$ cat config.mk
export PLATFORM = sky130hd
export DESIGN_NAME = pipeline_handshake_replicator
export DESIGN_NICKNAME = d
export VERILOG_FILES = /design/src/rtl/pipeline_handshake_replicator_pkg.sv /design/src/rtl/pipeline_handshake_replicator_slot.sv /design/src/rtl/pipeline_handshake_replicator.sv
export SDC_FILE = /design/constraint.sdc
export NUM_CORES = 1
export LEC_CHECK = 0
export BUFFER_PORTS_ARGS = -buffer_cell sky130_fd_sc_hd__buf_2
export CAP_MARGIN = 40
export CORE_UTILIZATION = 56
export DETAILED_ROUTE_END_ITERATION = 7
export GPL_ROUTABILITY_DRIVEN = 0
export PLACE_DENSITY = 0.8
export SYNTH_ARGS = -nofsm -noshare
export SYNTH_HDL_FRONTEND = slang
export SYNTH_SLANG_ARGS = --single-unit
$ cat constraint.sdc
create_clock -name clock -period 2.51 [get_ports clock]
set_clock_uncertainty 0.2 [all_clocks]
set_input_delay 0.251 -clock clock [delete_from_list [all_inputs] [get_ports clock]]
set_output_delay 0.251 -clock clock [all_outputs]
set_load 0.02 [all_outputs]
$ cat src/rtl/pipeline_handshake_replicator_pkg.sv
// pipeline_handshake_replicator_pkg: shared slot state encoding and width helper
package pipeline_handshake_replicator_pkg;

    typedef enum logic {SLOT_EMPTY = 1'b0, SLOT_FULL = 1'b1} slot_state_e;

    function automatic int clog2(input int value);
        int r;
        r = 0;
        while ((1 << r) < value) r++;
        return r;
    endfunction

endpackage

$ cat src/rtl/pipeline_handshake_replicator_slot.sv
// replicator_slot: one {data,count} holding register with a full flag
module replicator_slot
    import pipeline_handshake_replicator_pkg::*;
#(
    parameter int WORD_WIDTH  = 8,
    parameter int COUNT_WIDTH = 5
) (
    input  logic                   clock,
    input  logic                   clear,
    input  logic                   load,
    input  logic                   unload,
    input  logic [WORD_WIDTH-1:0]  load_data,
    input  logic [COUNT_WIDTH-1:0] load_count,
    output logic                   full,
    output logic [WORD_WIDTH-1:0]  data,
    output logic [COUNT_WIDTH-1:0] count
);

    slot_state_e            state_q, state_d;
    logic [WORD_WIDTH-1:0]  data_q, data_d;
    logic [COUNT_WIDTH-1:0] count_q, count_d;

    // load wins over unload so a retiring slot can be refilled in the same edge
    always_comb begin
        state_d = load ? SLOT_FULL : (unload ? SLOT_EMPTY : state_q);
        data_d  = load ? load_data : data_q;
        count_d = load ? load_count : count_q;
    end

    always_ff @(posedge clock or posedge clear) begin
        if (clear) begin
            state_q <= SLOT_EMPTY;
            data_q  <= '0;
            count_q <= '0;
        end else begin
            state_q <= state_d;
            data_q  <= data_d;
            count_q <= count_d;
        end
    end

    assign full  = (state_q == SLOT_FULL);
    assign data  = data_q;
    assign count = count_q;

endmodule

$ cat src/rtl/pipeline_handshake_replicator.sv
// pipeline_handshake_replicator: emits each accepted word as N ready/valid beats,
// with a one-item queue behind the head so consecutive items stream without bubbles.
module pipeline_handshake_replicator
    import pipeline_handshake_replicator_pkg::*;
#(
    parameter  int WORD_WIDTH         = 8,
    parameter  int MAX_REPEAT_COUNT   = 16,
    localparam int REPEAT_COUNT_WIDTH = clog2(MAX_REPEAT_COUNT) + 1
) (
    input  logic                          clock,
    input  logic                          clear,
    input  logic                          input_valid,
    output logic                          input_ready,
    input  logic [WORD_WIDTH-1:0]         input_data,
    input  logic [REPEAT_COUNT_WIDTH-1:0] input_repeat_count,
    output logic                          input_count_error,
    input  logic                          abort_current,
    output logic                          output_valid,
    input  logic                          output_ready,
    output logic [WORD_WIDTH-1:0]         output_data,
    output logic [REPEAT_COUNT_WIDTH-1:0] output_repeat_index,
    output logic                          output_last
);

    localparam logic [REPEAT_COUNT_WIDTH-1:0] REPEAT_ZERO = '0;
    localparam logic [REPEAT_COUNT_WIDTH-1:0] REPEAT_ONE  = REPEAT_COUNT_WIDTH'(1);
    localparam logic [REPEAT_COUNT_WIDTH-1:0] REPEAT_MAX  = REPEAT_COUNT_WIDTH'(MAX_REPEAT_COUNT);

    logic                          head_full, queue_full;
    logic [WORD_WIDTH-1:0]         head_data, queue_data;
    logic [REPEAT_COUNT_WIDTH-1:0] head_count, queue_count;
    logic                          out_hs, in_hs, head_is_last, head_retire, head_can_load;
    logic                          head_load, queue_load, queue_unload, direct_load, in_nonzero;
    logic [WORD_WIDTH-1:0]         head_load_data;
    logic [REPEAT_COUNT_WIDTH-1:0] in_count, head_load_count;
    logic                          enable_q, enable_d;
    logic                          count_error_q, count_error_d;
    logic [REPEAT_COUNT_WIDTH-1:0] index_q, index_d;

    always_comb begin
        out_hs          = head_full & output_ready;
        head_is_last    = (index_q == head_count - REPEAT_ONE);
        head_retire     = head_full & ((out_hs & head_is_last) | abort_current);
        head_can_load   = ~head_full | head_retire;
        queue_unload    = queue_full & head_can_load;
        input_ready     = enable_q & (~queue_full | queue_unload);
        in_hs           = input_valid & input_ready;
        in_count        = (input_repeat_count > REPEAT_MAX) ? REPEAT_MAX : input_repeat_count;
        in_nonzero      = (in_count != REPEAT_ZERO);
        // an empty queue lets the input go straight into a free head
        direct_load     = in_hs & in_nonzero & head_can_load & ~queue_full;
        queue_load      = in_hs & in_nonzero & ~direct_load;
        head_load       = queue_unload | direct_load;
        head_load_data  = queue_full ? queue_data : input_data;
        head_load_count = queue_full ? queue_count : in_count;
        index_d         = head_load ? REPEAT_ZERO : (out_hs ? index_q + REPEAT_ONE : index_q);
        count_error_d   = in_hs & (input_repeat_count > REPEAT_MAX);
        enable_d        = 1'b1;
    end

    always_ff @(posedge clock or posedge clear) begin
        if (clear) begin
            enable_q      <= 1'b0;
            count_error_q <= 1'b0;
            index_q       <= '0;
        end else begin
            enable_q      <= enable_d;
            count_error_q <= count_error_d;
            index_q       <= index_d;
        end
    end

    replicator_slot #(.WORD_WIDTH(WORD_WIDTH), .COUNT_WIDTH(REPEAT_COUNT_WIDTH)) u_head (
        .clock      (clock),
        .clear      (clear),
        .load       (head_load),
        .unload     (head_retire),
        .load_data  (head_load_data),
        .load_count (head_load_count),
        .full       (head_full),
        .data       (head_data),
        .count      (head_count)
    );

    replicator_slot #(.WORD_WIDTH(WORD_WIDTH), .COUNT_WIDTH(REPEAT_COUNT_WIDTH)) u_queue (
        .clock      (clock),
        .clear      (clear),
        .load       (queue_load),
        .unload     (queue_unload),
        .load_data  (input_data),
        .load_count (in_count),
        .full       (queue_full),
        .data       (queue_data),
        .count      (queue_count)
    );

    assign output_valid        = head_full;
    assign output_data         = head_data;
    assign output_repeat_index = index_q;
    assign output_last         = head_full & head_is_last;
    assign input_count_error   = count_error_q;

endmodule

# --- Word-level counts from Yosys, hierarchy flattened ---
# Index checks and enable logic that the tools add are counted.
totals:
  in_bits: 18
  regBits: 35
  mem_count: 0
  mem_bits_ro: 0
  latchBits: 0
  output_inout_bits: 17
  ram_bits: 0
classes:
  div: 0
  n_addsub: 2
  mux: 9
  magnitude_cmp: 1
  shift: 0
  eq_ne: 1
  reduce_logical: 4
  bitwise_logic: 19
  mul: 0
op_table:
  columns: ["cell", "count"]
  rows:
  - ["$mux W5", 4]
  - ["$and A1 B1 Y1", 12]
  - ["$mux W8", 1]
  - ["$reduce_bool A2 Y1", 3]
  - ["$add A5 B1 Y5 const B", 1]
  - ["$eq A5 B5 Y1", 1]
  - ["$gt A5 B5 Y1 const B", 1]
  - ["$reduce_bool A5 Y1", 1]
  - ["$sub A5 B1 Y5 const B", 1]
  - ["$mux W1", 4]
  - ["$or A1 B1 Y1", 4]
  - ["$not A1 Y1", 3]

# --- Logic depth before layout (Yosys ltp) ---
logic_depth:
  depth_word: 16
  depth_mapped: 9
  ltp_nobuf: 7

# --- Cells and area by module ---
# Synthesis repeated with hierarchy kept, for this count alone.
hier_totals:
  hier_cells: 143
  area_unflattened_um2: 1793.0
by_module_without_submodules:
  columns: ["module", "instances", "area_per_inst_um2", "cells_per_inst"]
  rows:
  - ["replicator_slot", 2, 524.3, 31]
  - ["pipeline_handshake_replicator", 1, 744.5, 81]

# --- Worst setup path after synthesis ---
# No wires, ideal clock.
synth_timing:
  kind: "flip-flop to output port"
  startpoint: "reg u_head.count_q[0], in the netlist u_head.count[0]"
  endpoint: "out input_ready"
  required_time_ns: 2.059
  stages_incl_launch_ff: 9
  arrival_time_ns: 2.122
  setup_slack_ns: -0.063
  cell_sequence: "dfrtp_1 -> inv_1 -> ha_1 -> o21ba_2 -> a22oi_1 -> o2111a_2 -> nor2_2 -> buf_6 -> a21boi_0"
synth_via:
  elab_chain_cells: 9
synth_lines:
  columns: ["element", "line", "text"]
  rows:
  - ["start: declaration", "pipeline_handshake_replicator_slot.sv:21", "logic [COUNT_WIDTH-1:0] count_q, count_d;"]
  - ["start signal: assignment", "pipeline_handshake_replicator_slot.sv:38", "count_q <= count_d;"]
  - ["$sub A5 B1 Y5", "pipeline_handshake_replicator.sv:42", "head_is_last = (index_q == head_count - REPEAT_ONE);"]
  - ["$eq A5 B5 Y1", "pipeline_handshake_replicator.sv:42", null]
  - ["$and A1 B1 Y1", "pipeline_handshake_replicator.sv:43", "head_retire = head_full & ((out_hs & head_is_last) | abort_current);"]
  - ["$or A1 B1 Y1", "pipeline_handshake_replicator.sv:43", null]
  - ["$and A1 B1 Y1", "pipeline_handshake_replicator.sv:43", null]
  - ["$or A1 B1 Y1", "pipeline_handshake_replicator.sv:44", "head_can_load = ~head_full | head_retire;"]
  - ["$and A1 B1 Y1", "pipeline_handshake_replicator.sv:45", "queue_unload = queue_full & head_can_load;"]
  - ["$or A1 B1 Y1", "pipeline_handshake_replicator.sv:46", "input_ready = enable_q & (~queue_full | queue_unload);"]
  - ["$and A1 B1 Y1", "pipeline_handshake_replicator.sv:46", null]
  - ["end: declaration", "pipeline_handshake_replicator.sv:13", "output logic input_ready,"]
# No other way between the ends.

# --- Worst setup path in the final report ---
# Same ends and word-level chain as after synthesis.

==> parameters.txt <==
Parameter                              Value

GRT
  Vias in the first global route ... between 2000 and 2500
  Pin count of the biggest net entering global routing ... 36
  GRT Residual Overflow ... 0
  Initial antenna violation count ... 0
  Global-route wire length before repair ... slightly above 9 mm
  Total GRT Usage ... between 30% and 40%

Critical path
  Worst reg2reg path depth ... 9
  Critical path data required time ... 2.06 ns
  Crit path capture type ... output pin
  Register-to-register setup slack ... between 0.15 and 0.2 ns
  Startpoint of the worst setup timing path ... u_head.count[0]$_DFFE_PP0P_
  RR Startpoint ... u_head.count[0]$_DFFE_PP0P_
  Critical path class ... reg -> out
  Nature of the critical path startpoint ... flop
  Max FO, Critical Path ... 5
  Worst path arrival time ... around 2 ns

Worst hold path
  Origin of the worst min-delay path ... input_data[3]
  Cell depth of the worst min-delay path ... 3
  Type of the most critical hold path ... in -> reg

Route
  Vias per cell ... ~6.6
  Post-detailed-route wirelength per cell ... around 19 um
  Detailed Route Iter0 Violations ... 200
  Total vias in the final route ... 2058
  Detailed-routing iteration count for the pre-antenna-repair pass ... 8
  Final wirelength ... 5.77 mm
  Number of nets with antenna violations after routing ... 0
  Number of DRC violations after detailed routing ... 1

Logic synthesis
  Synth Register Bits ... 35
  Number of instances in the synthesized netlist ... 218
  Top post-synthesis cells by count ... sky130_fd_sc_hd__dfrtp_1, sky130_fd_sc_hd__nand3_1, sky130_fd_sc_hd__o2111ai_1
  Post-synth EDFFs ... 0
  Prevailing post-synth register cell ... sky130_fd_sc_hd__dfrtp_1
  YS warnings ... 0
  Ys async rst share ... 100%
  Synthesized area per cell ... about 9.6 um2
  Dominant cell type by area after synthesis ... sky130_fd_sc_hd__dfrtp_1
  Netlist Area Pre-Place ... 2080 um2
  Most frequent cell after synthesis ... sky130_fd_sc_hd__dfrtp_1
  Share of Yosys cell area claimed by the top area cell type ... 42.1%
  Yosys cell types ... 40
  Most area-consuming cells after synthesis ... sky130_fd_sc_hd__dfrtp_1, sky130_fd_sc_hd__nand3_1, sky130_fd_sc_hd__o2111ai_1
  Sequential fraction of the synthesis area ... 42.1%
  Post-Syn Nets ... between 200 and 250

Layout
  Final net count ... 285
  Relative area change from synthesis to final layout ... 22.9%
  Final cell utilization of the core ... 74.3%
  Share of post-route cells with drive strength above 1 ... 28.2%
  Count of inserted antenna diode cells ... 0

Power
  Pwr dens ... 863 nW/um2
  Worst ir drop on vdd ... 0.605 mV
  Leak ... roughly 1.2 nW
  Total design power ... 0.00221 W

Clock network
  Clock transition at the registers of the reported paths ... roughly 0.070 ns
  Maximum level of the CTS H-tree ... 2
  CTS tree ... done
  Largest buffer count on any clock path ... 2
  Number of buffers inserted during clock tree synthesis ... 5
  Clock latency on the worst-skew pair ... roughly 0.30 ns
  CTS Sinks ... 35
  Clock Tree Root ... sky130_fd_sc_hd__clkbuf_8

Floorplanning
  Width of the die ... 63.0 um
  DIE HEIGHT ... around 63 um
  Count of pins on the block boundary ... 35
  Starting density of the core ... 60.5%
  Area enclosed by the die boundary ... 3970 um2
  # rows ... 21
  Standard cell core area ... roughly 3400 um2

STA
  Number of pins with negative max-slew slack in the final report ... 0
  PnR worst setup slack ... 0.0464 ns
  Final worst-path cycle share ... a little over nine tenths
  Unrepaired setup endpoints after global routing ... true
  Setup-failing EPs final ... 0
  Worst slew slack as a fraction of its limit ... 63.0%
  Fin. Hold Viols ... 0
  Hold slack ... 0.0383 ns
  Minimum clock period ... 2.46 ns
  Maximum clock frequency ... between 400 and 500 MHz
  Tightest Pin Transition ... 0.547 ns

Placement
  Placement Setup Slack ... 0.134 ns
  Port buffer count ... 34
  HPWL reported at the end of detailed placement ... ~3.6 mm

Flow run
  Total of max-cap violations ... 0

Status
  Violated checks ... design-rule violations
  Result of the run ... complete, but fails checks
[worst max-delay path, cell delays in order (launching register included)]
cell and delay, ns:
sky130_fd_sc_hd__dfrtp_1 0.42, sky130_fd_sc_hd__inv_2 0.09, sky130_fd_sc_hd__ha_4 0.15, sky130_fd_sc_hd__nand4bb_1 0.12, sky130_fd_sc_hd__a211oi_2 0.30, sky130_fd_sc_hd__o2111a_2 0.28
sky130_fd_sc_hd__nor2_4 0.07, sky130_fd_sc_hd__a21boi_2 0.17, sky130_fd_sc_hd__buf_6 0.13
[state kept, by name, summed over array words and instances, names as in the netlist]
signal and cells:
u_head.data 8, u_queue.data 8, output_repeat_index 5, u_head.count 5
u_queue.count 5, enable_q 1, input_count_error 1, u_head.full 1
u_queue.full 1
[cells in the final DEF, fill, tap and decap left out, drive strengths merged, types with 2 or more instances in the layout]
cell type   n
o2111ai    15
o21ai       6
inv         5
and2        6
a211o       6
nand4       3
a2bb2oi     5
a21oi       8
and3       11
nor2        9
nand3      30
o22ai       3
xor2        6
nor3        2
a211oi      3
a22oi       4
o2bb2ai     6
dfrtp      35
ha          2
o211ai      8
xnor2       4
buf        57
nor4b       8
clkbuf      6
nand2       4
[area by class of cell]
type                       instances  area (um2)
clock buffer                       6        82.6
clock inverter                     2        35.0
fill                             253         883
inverter                           5        18.8
multi-input combinational        160        1130
sequential                        35         876
tap                               46        57.6
timing repair buffer              58         359
[layer usage]
metal	routed length, um	track usage, %
met5	0	0
met4	218	12.8
met3	371	7.12
met2	2890	50.3
met1	2290	37.6
[metrics by stage]
step | cell area, um2 | cells | TNS, ns
2_1_floorplan | 2080 | 218 | 0
6_report | 2560 | 312 | 0
3_3_place_gp | 2350 | 296 | 0
5_1_grt | 2560 | 312 | -0.0289
4_1_cts | 2500 | 307 | 0
3_5_place_dp | 2350 | 296 | 0
[cell families (layout without fill, tap and decap cells)]
kind of cell / count (synthesis) / after routing / share of synthesized area (%)
AND/OR/NAND/NOR: 77 / 77 / 21.3
AO/OA/AOI/OAI: 69 / 69 / 25.7
flip-flops: 35 / 35 / 42.1
buffers and inverters: 23 / 71 / 4.93
XOR/XNOR: 10 / 10 / 4.21
adder cells (fa/ha/maj): 3 / 3 / 1.68
other: 1 / 1 / 0.180
[where the power goes]
part           switching (W)  total, W  internal [W]  leakage (nW)
Clock               0.000211  0.000533      0.000321        0.0612
Sequential          0.000143  0.000871      0.000728         0.450
Combinational       0.000444  0.000804      0.000360         0.651
[worst paths after layout]
check                                               to
setup / recovery                           input_ready
hold / removal             u_queue.data[3]$_DFFE_PP0P_
setup reg to reg            u_head.data[6]$_DFFE_PP0P_
hold reg to reg             u_head.data[2]$_DFFE_PP0P_
max in group asynchronous  u_queue.data[2]$_DFFE_PP0P_
min in group asynchronous  u_head.count[4]$_DFFE_PP0P_
[repair_timing]
item / 4_1_cts / 5_1_grt
hold endpoints to repair: 35 / 0
pin swaps: 4 / 5
setup endpoints to repair: 1 / 2
hold buffers: 1 / 0
gates resized for setup: 4 / 5
buffers inserted: 2 / 5
Note: power is estimated with default switching activity, not from simulation.
